[src/rtl/fetch_issue_pkg.sv]
// rtl/fetch_issue_pkg.sv - shared opcodes, field positions, fetch states and legal-opcode check
package fetch_issue_pkg;

  // Opcode values, shared with the control decoder
  localparam logic [3:0] OP_NOP     = 4'b0000;
  localparam logic [3:0] OP_STORE   = 4'b0011;
  localparam logic [3:0] OP_ADD     = 4'b0100;
  localparam logic [3:0] OP_INC     = 4'b0101;
  localparam logic [3:0] OP_NEG     = 4'b0110;
  localparam logic [3:0] OP_SUB     = 4'b0111;
  localparam logic [3:0] OP_JUMP    = 4'b1000;
  localparam logic [3:0] OP_BRZ     = 4'b1001;
  localparam logic [3:0] OP_JUMPMEM = 4'b1010;
  localparam logic [3:0] OP_BRN     = 4'b1011;
  localparam logic [3:0] OP_LOAD    = 4'b1110;
  localparam logic [3:0] OP_SAVEPC  = 4'b1111;

  // Instruction field bit positions
  localparam int OPC_MSB = 31;
  localparam int OPC_LSB = 28;
  localparam int RD_MSB  = 27;
  localparam int RD_LSB  = 22;
  localparam int RS_MSB  = 21;
  localparam int RS_LSB  = 16;
  localparam int RT_MSB  = 15;
  localparam int RT_LSB  = 10;

  localparam logic [31:0] NOP_INSTR = 32'h0000_0000;

  // Fetch state encoding
  localparam logic [1:0] ST_BOOT  = 2'd0;
  localparam logic [1:0] ST_RUN   = 2'd1;
  localparam logic [1:0] ST_FLUSH = 2'd2;

  // True when the opcode belongs to the implemented instruction set
  function automatic logic legal_opcode(input logic [3:0] op);
    case (op)
      OP_NOP, OP_STORE, OP_ADD, OP_INC, OP_NEG, OP_SUB, OP_JUMP,
      OP_BRZ, OP_JUMPMEM, OP_BRN, OP_LOAD, OP_SAVEPC: legal_opcode = 1'b1;
      default:                                        legal_opcode = 1'b0;
    endcase
  endfunction

endpackage

[src/rtl/fetch_issue.sv]
// rtl/fetch_issue.sv - PC, IF/ID register and redirect flush; optional trap via FETCH_ILLEGAL_TRAP_EN
module fetch_issue
  import fetch_issue_pkg::*;
#(
  parameter int PC_W        = 8,
  parameter int INSTR_W     = 32,
  parameter int FLUSH_DEPTH = 2
) (
  input  logic               clk,
  input  logic               rst_n,
  output logic [PC_W-1:0]    imem_addr,
  input  logic [INSTR_W-1:0] imem_rdata,
  input  logic               stall,
  input  logic               redirect,
  input  logic [PC_W-1:0]    redirect_pc,
  output logic [INSTR_W-1:0] id_instr,
  output logic [3:0]         id_opcode,
  output logic [5:0]         id_rd,
  output logic [5:0]         id_rs,
  output logic [5:0]         id_rt,
  output logic [PC_W-1:0]    id_pc,
  output logic               id_valid,
  output logic               illegal_op
);

  logic [PC_W-1:0]    r_pc;
  logic [INSTR_W-1:0] r_id_instr;
  logic [PC_W-1:0]    r_id_pc;
  logic               r_id_valid;
  logic [1:0]         r_state;
  logic [3:0]         r_flush_cnt;
  logic               w_latch_ok;

  // Counter reload value after a redirect edge (that edge itself is the first bubble)
  localparam logic [3:0] FLUSH_RELOAD = 4'(FLUSH_DEPTH - 1);

`ifdef FETCH_ILLEGAL_TRAP_EN
  logic r_illegal;
  assign w_latch_ok = legal_opcode(imem_rdata[OPC_MSB:OPC_LSB]);
  assign illegal_op = r_illegal;

  // Sticky illegal flag: set on any RUN latch of an unimplemented opcode
  always_ff @(posedge clk) begin
    if (!rst_n) begin
      r_illegal <= 1'b0;
    end else if (!redirect && !stall && r_state == ST_RUN && !w_latch_ok) begin
      r_illegal <= 1'b1;
    end
  end
`else
  assign w_latch_ok = 1'b1;
  assign illegal_op = 1'b0;
`endif

  // PC, IF/ID and fetch state: reset > redirect > stall > normal
  always_ff @(posedge clk) begin
    if (!rst_n) begin
      r_pc        <= '0;
      r_id_instr  <= '0;
      r_id_pc     <= '0;
      r_id_valid  <= 1'b0;
      r_state     <= ST_BOOT;
      r_flush_cnt <= 4'd0;
    end else if (redirect) begin
      r_pc       <= redirect_pc;
      r_id_instr <= INSTR_W'(NOP_INSTR);
      r_id_valid <= 1'b0;
      r_id_pc    <= r_pc;
      if (FLUSH_DEPTH == 1) begin
        r_state <= ST_RUN;
      end else begin
        r_state     <= ST_FLUSH;
        r_flush_cnt <= FLUSH_RELOAD;
      end
    end else if (!stall) begin
      case (r_state)
        ST_BOOT: begin
          r_state <= ST_RUN;
        end
        ST_RUN: begin
          // An illegal opcode still consumes its slot so the PC keeps moving
          r_id_instr <= w_latch_ok ? imem_rdata : INSTR_W'(NOP_INSTR);
          r_id_valid <= w_latch_ok;
          r_id_pc    <= r_pc;
          r_pc       <= r_pc + 1'b1;
        end
        ST_FLUSH: begin
          r_id_instr  <= INSTR_W'(NOP_INSTR);
          r_id_valid  <= 1'b0;
          r_flush_cnt <= r_flush_cnt - 4'd1;
          if (r_flush_cnt <= 4'd1) begin
            r_state <= ST_RUN;
          end
        end
        default: begin
          r_state <= ST_BOOT;
        end
      endcase
    end
  end

  assign imem_addr = r_pc;
  assign id_instr  = r_id_instr;
  assign id_opcode = r_id_instr[OPC_MSB:OPC_LSB];
  assign id_rd     = r_id_instr[RD_MSB:RD_LSB];
  assign id_rs     = r_id_instr[RS_MSB:RS_LSB];
  assign id_rt     = r_id_instr[RT_MSB:RT_LSB];
  assign id_pc     = r_id_pc;
  assign id_valid  = r_id_valid;

endmodule

[config.mk]
export PLATFORM = sky130hd
export DESIGN_NAME = fetch_issue
export DESIGN_NICKNAME = d
export VERILOG_FILES = /design/src/rtl/fetch_issue_pkg.sv /design/src/rtl/fetch_issue.sv
export SDC_FILE = /design/constraint.sdc
export NUM_CORES = 1
export LEC_CHECK = 0
export BUFFER_PORTS_ARGS = -buffer_cell sky130_fd_sc_hd__buf_2
export CORE_MARGIN = 2
export CORE_UTILIZATION = 30
export DETAILED_ROUTE_END_ITERATION = 12
export PLACE_DENSITY = 0.57
export SYNTH_ARGS = -nofsm -noshare
export SYNTH_HDL_FRONTEND = slang
export SYNTH_SLANG_ARGS = --single-unit
export TNS_END_PERCENT = 30
[constraint.sdc]
create_clock -name clk -period 1.42 [get_ports clk]
set_input_delay 0.071 -clock clk [delete_from_list [all_inputs] [get_ports clk]]
set_output_delay 0.071 -clock clk [all_outputs]
set_load 0.02 [all_outputs]
==> impl_metrics.json <==
{
  "status": "finished, final reports clean",
  "seq_area_frac_synth_pct": 44.3,
  "grt_max_degree": 38,
  "final_cell_area_sq_um": 3420,
  "cp-start-kind": "register",
  "leakage_nw": 1.52,
  "drcViolationCount": 0,
  "synth-edff-count": 0,
  "placementRows": 33,
  "syn2layout_area_growth_pct": 37.7,
  "path_cells": "inv_4, ha_4, nor2b_4, buf_12, buf_2, nand3b_1, a21oi_1",
  "placed_cell_area_sq_um": 3080,
  "clock.fmax_mhz": 706,
  "crit_required_ns": 1.67,
  "initialDrtViolationCount": 59,
  "portBuffers": 114,
  "netlist_area_sq_um": 2480,
  "synth_area_per_cell_sq_um": 8.63,
  "syn-instance-count": 288,
  "drv_slew": 0,
  "fin_nets": 447,
  "crit_start": "r_state[0]",
  "synth_nets": 338,
  "finalHoldViolations": 0,
  "drtAntennaViolNets": 0,
  "worst_r2r_startpoint": "r_state[0]",
  "setup_viol": 0,
  "coreArea_sq_um": 8130,
  "path_clk_slew_ns": 0.11,
  "ys_types": 34,
  "die-area_sq_um": 9030,
  "wirelength_um": 6510,
  "fin_cells": 503,
  "dp_cells": 482,
  "ir_drop_mv": 0.469,
  "worst_ep_arrival_time_ns": 1.67,
  "dpl.hpwl_um": 4350,
  "antenna-diode-count": 0,
  "finalCriticalPeriod_ns": 1.42,
  "critPathMaxFanout": 6,
  "p_total_w": 0.00313,
  "vias": 2345,
  "initial_core_util_pct": 30.5,
  "avgRoutedWirePerCell_um": 12.9,
  "grt_pass1_vias": 2011,
  "grt_pass1_wl_um": 9470,
  "min_path_cells": 3,
  "antenna_found_initial": 0,
  "drtPass1Iterations": 4,
  "numCtsBuffers": 5,
  "hp-class": "in -> reg",
  "gp_congestion": 0.770,
  "powerDensity_nw_per_um2": 916,
  "crit_path_end_kind": "register",
  "path_class": "reg -> reg",
  "cts_tree": "yes",
  "viasPerCell": 4.66,
  "setup_ws_ns": 0.00368,
  "final_common_cell": "buf_2",
  "max_cap_violations": 0,
  "die-width_um": 95.0,
  "async_flop_share_pct": 0,
  "slowest_stage": "dfxtp_4",
  "pre_cts_ws_ns": -0.227,
  "r2r_cells": 7,
  "die_y_um": 95.0,
  "fill_cells": 836,
  "finClkSkew_ns": 0.00821,
  "clock_path_buffers": 2,
  "gr-total-overflow": 0,
  "rsz0062_at_grt": "true",
  "hold_start": "imem_rdata[29]",
  "drive_above_1_share_pct": 40.7,
  "cts_max_level": 2,
  "ys_warn_count": 0,
  "cts_num_sinks": 55,
  "cp_slowest_stage_delay_ns": 0.39,
  "synth_ff_type": "dfxtp_1",
  "most-common-layout-cells": "115 x buf_2, 53 x dfxtp_1, 46 x nand2_1",
  "root_buffer": "clkbuf_8",
  "final.period_utilization_pct": 99.7,
  "insertion_delay_ns": 0.31,
  "gr-usage-all-layers_pct": 13.2,
  "pin_count": 116,
  "ys_seq_elements": 55
}
-- cell families (layout without fill, tap and decap cells) --
| group | count (synthesis) | in the layout | share of synthesized area [%] |
|---|---|---|---|
| AO/OA/AOI/OAI | 68 | 68 | 15.6 |
| XOR/XNOR | 10 | 10 | 3.52 |
| adder cells (fa/ha/maj) | 6 | 6 | 3.02 |
| buffers and inverters | 46 | 156 | 11.1 |
| flip-flops | 55 | 55 | 44.3 |
| multiplexers | 1 | 1 | 0.403 |
| other | 1 | 1 | 0.151 |
| AND/OR/NAND/NOR | 101 | 101 | 21.9 |
-- worst max-delay path, delay by kind of cell (launching register included) --
family	cells	cell delay, ns
buffers and inverters	3	0.34
AND/OR/NAND/NOR	2	0.24
flip-flops	1	0.39
adder cells (fa/ha/maj)	1	0.26
AO/OA/AOI/OAI	1	0.13
-- stage by stage --
stage	utilization, %	setup TNS (ns)	hold slack (ns)
floorplan	-	0	0.235
finish	42.1	0	0.00774
global route	42.1	-0.620	0.000680
detailed placement	37.8	-1.83	0.345
CTS	39.7	0	0.00178
global placement	37.8	-1.33	0.339
-- worst paths after layout --
kind,endpoint,slack [ns]
worst max-delay path,id_instr[28],0.004
worst min-delay path,id_instr[29],0.008
worst max register to register,id_instr[28],0.004
worst min register to register,id_instr[5],0.46
-- Yosys cell counts, types with 3 or more instances --
library cell	n	area share, %
nand2_1	46	6.9
a21oi_1	38	7.7
xnor2_1	4	1.4
xor2_1	6	2.1
nand2b_1	3	0.76
o21ai_0	14	2.8
a21boi_0	8	2.4
nand3b_1	32	9.7
nand4_1	4	1.0
buf_4	23	6.9
ha_1	6	3.0
inv_1	4	0.60
clkbuf_1	5	0.76
dfxtp_1	55	44
buf_2	12	2.4
nor2_1	7	1.1
-- registers in the layout, indices dropped and copies added (netlist names) --
signal and count:
id_valid 1, id_instr 32, imem_addr 8, id_pc 8, r_state 2, r_flush_cnt 4
-- per-layer routing --
| metal | part of all wire (%) | global-route usage (%) | vias to the layer above |
|---|---|---|---|
| li1 | - | - | 1167 |
| met1 | 45 | 15.9 | 1078 |
| met2 | 47 | 23.5 | 93 |
| met3 | 7.4 | 2.92 | 7 |
| met4 | 0.92 | 3.99 | 0 |
| met5 | 0 | 0 | - |
-- area by class of cell --
cell class	count	area [sq um]	share of cell area (%)
multi-input combinational	187	1170	34.3
sequential	55	1110	32.3
timing repair buffer	143	893	26.1
tap	105	131	3.84
clock buffer	5	68.8	2.01
clock inverter	3	23.8	0.695
inverter	5	23.8	0.695
-- where the power goes --
| part | switching, W | internal [W] |
|---|---|---|
| Clock | 0.000541 | 0.000354 |
| Sequential | 0.0000400 | 0.00159 |
| Combinational | 0.000321 | 0.000283 |
| Total | 0.000902 | 0.00223 |
-- timing repair --
| item | in CTS | in global routing |
|---|---|---|
| buffers inserted | 1 | 3 |
| resized for setup | 7 | 21 |
| gates cloned | 0 | 4 |
| endpoints found under the hold margin | 3 | 2 |
| setup endpoints to repair | 44 | 47 |
| pin swaps | 1 | 40 |
| hold buffers | 3 | 2 |
No activity file was read; power rests on OpenSTA's default activity.
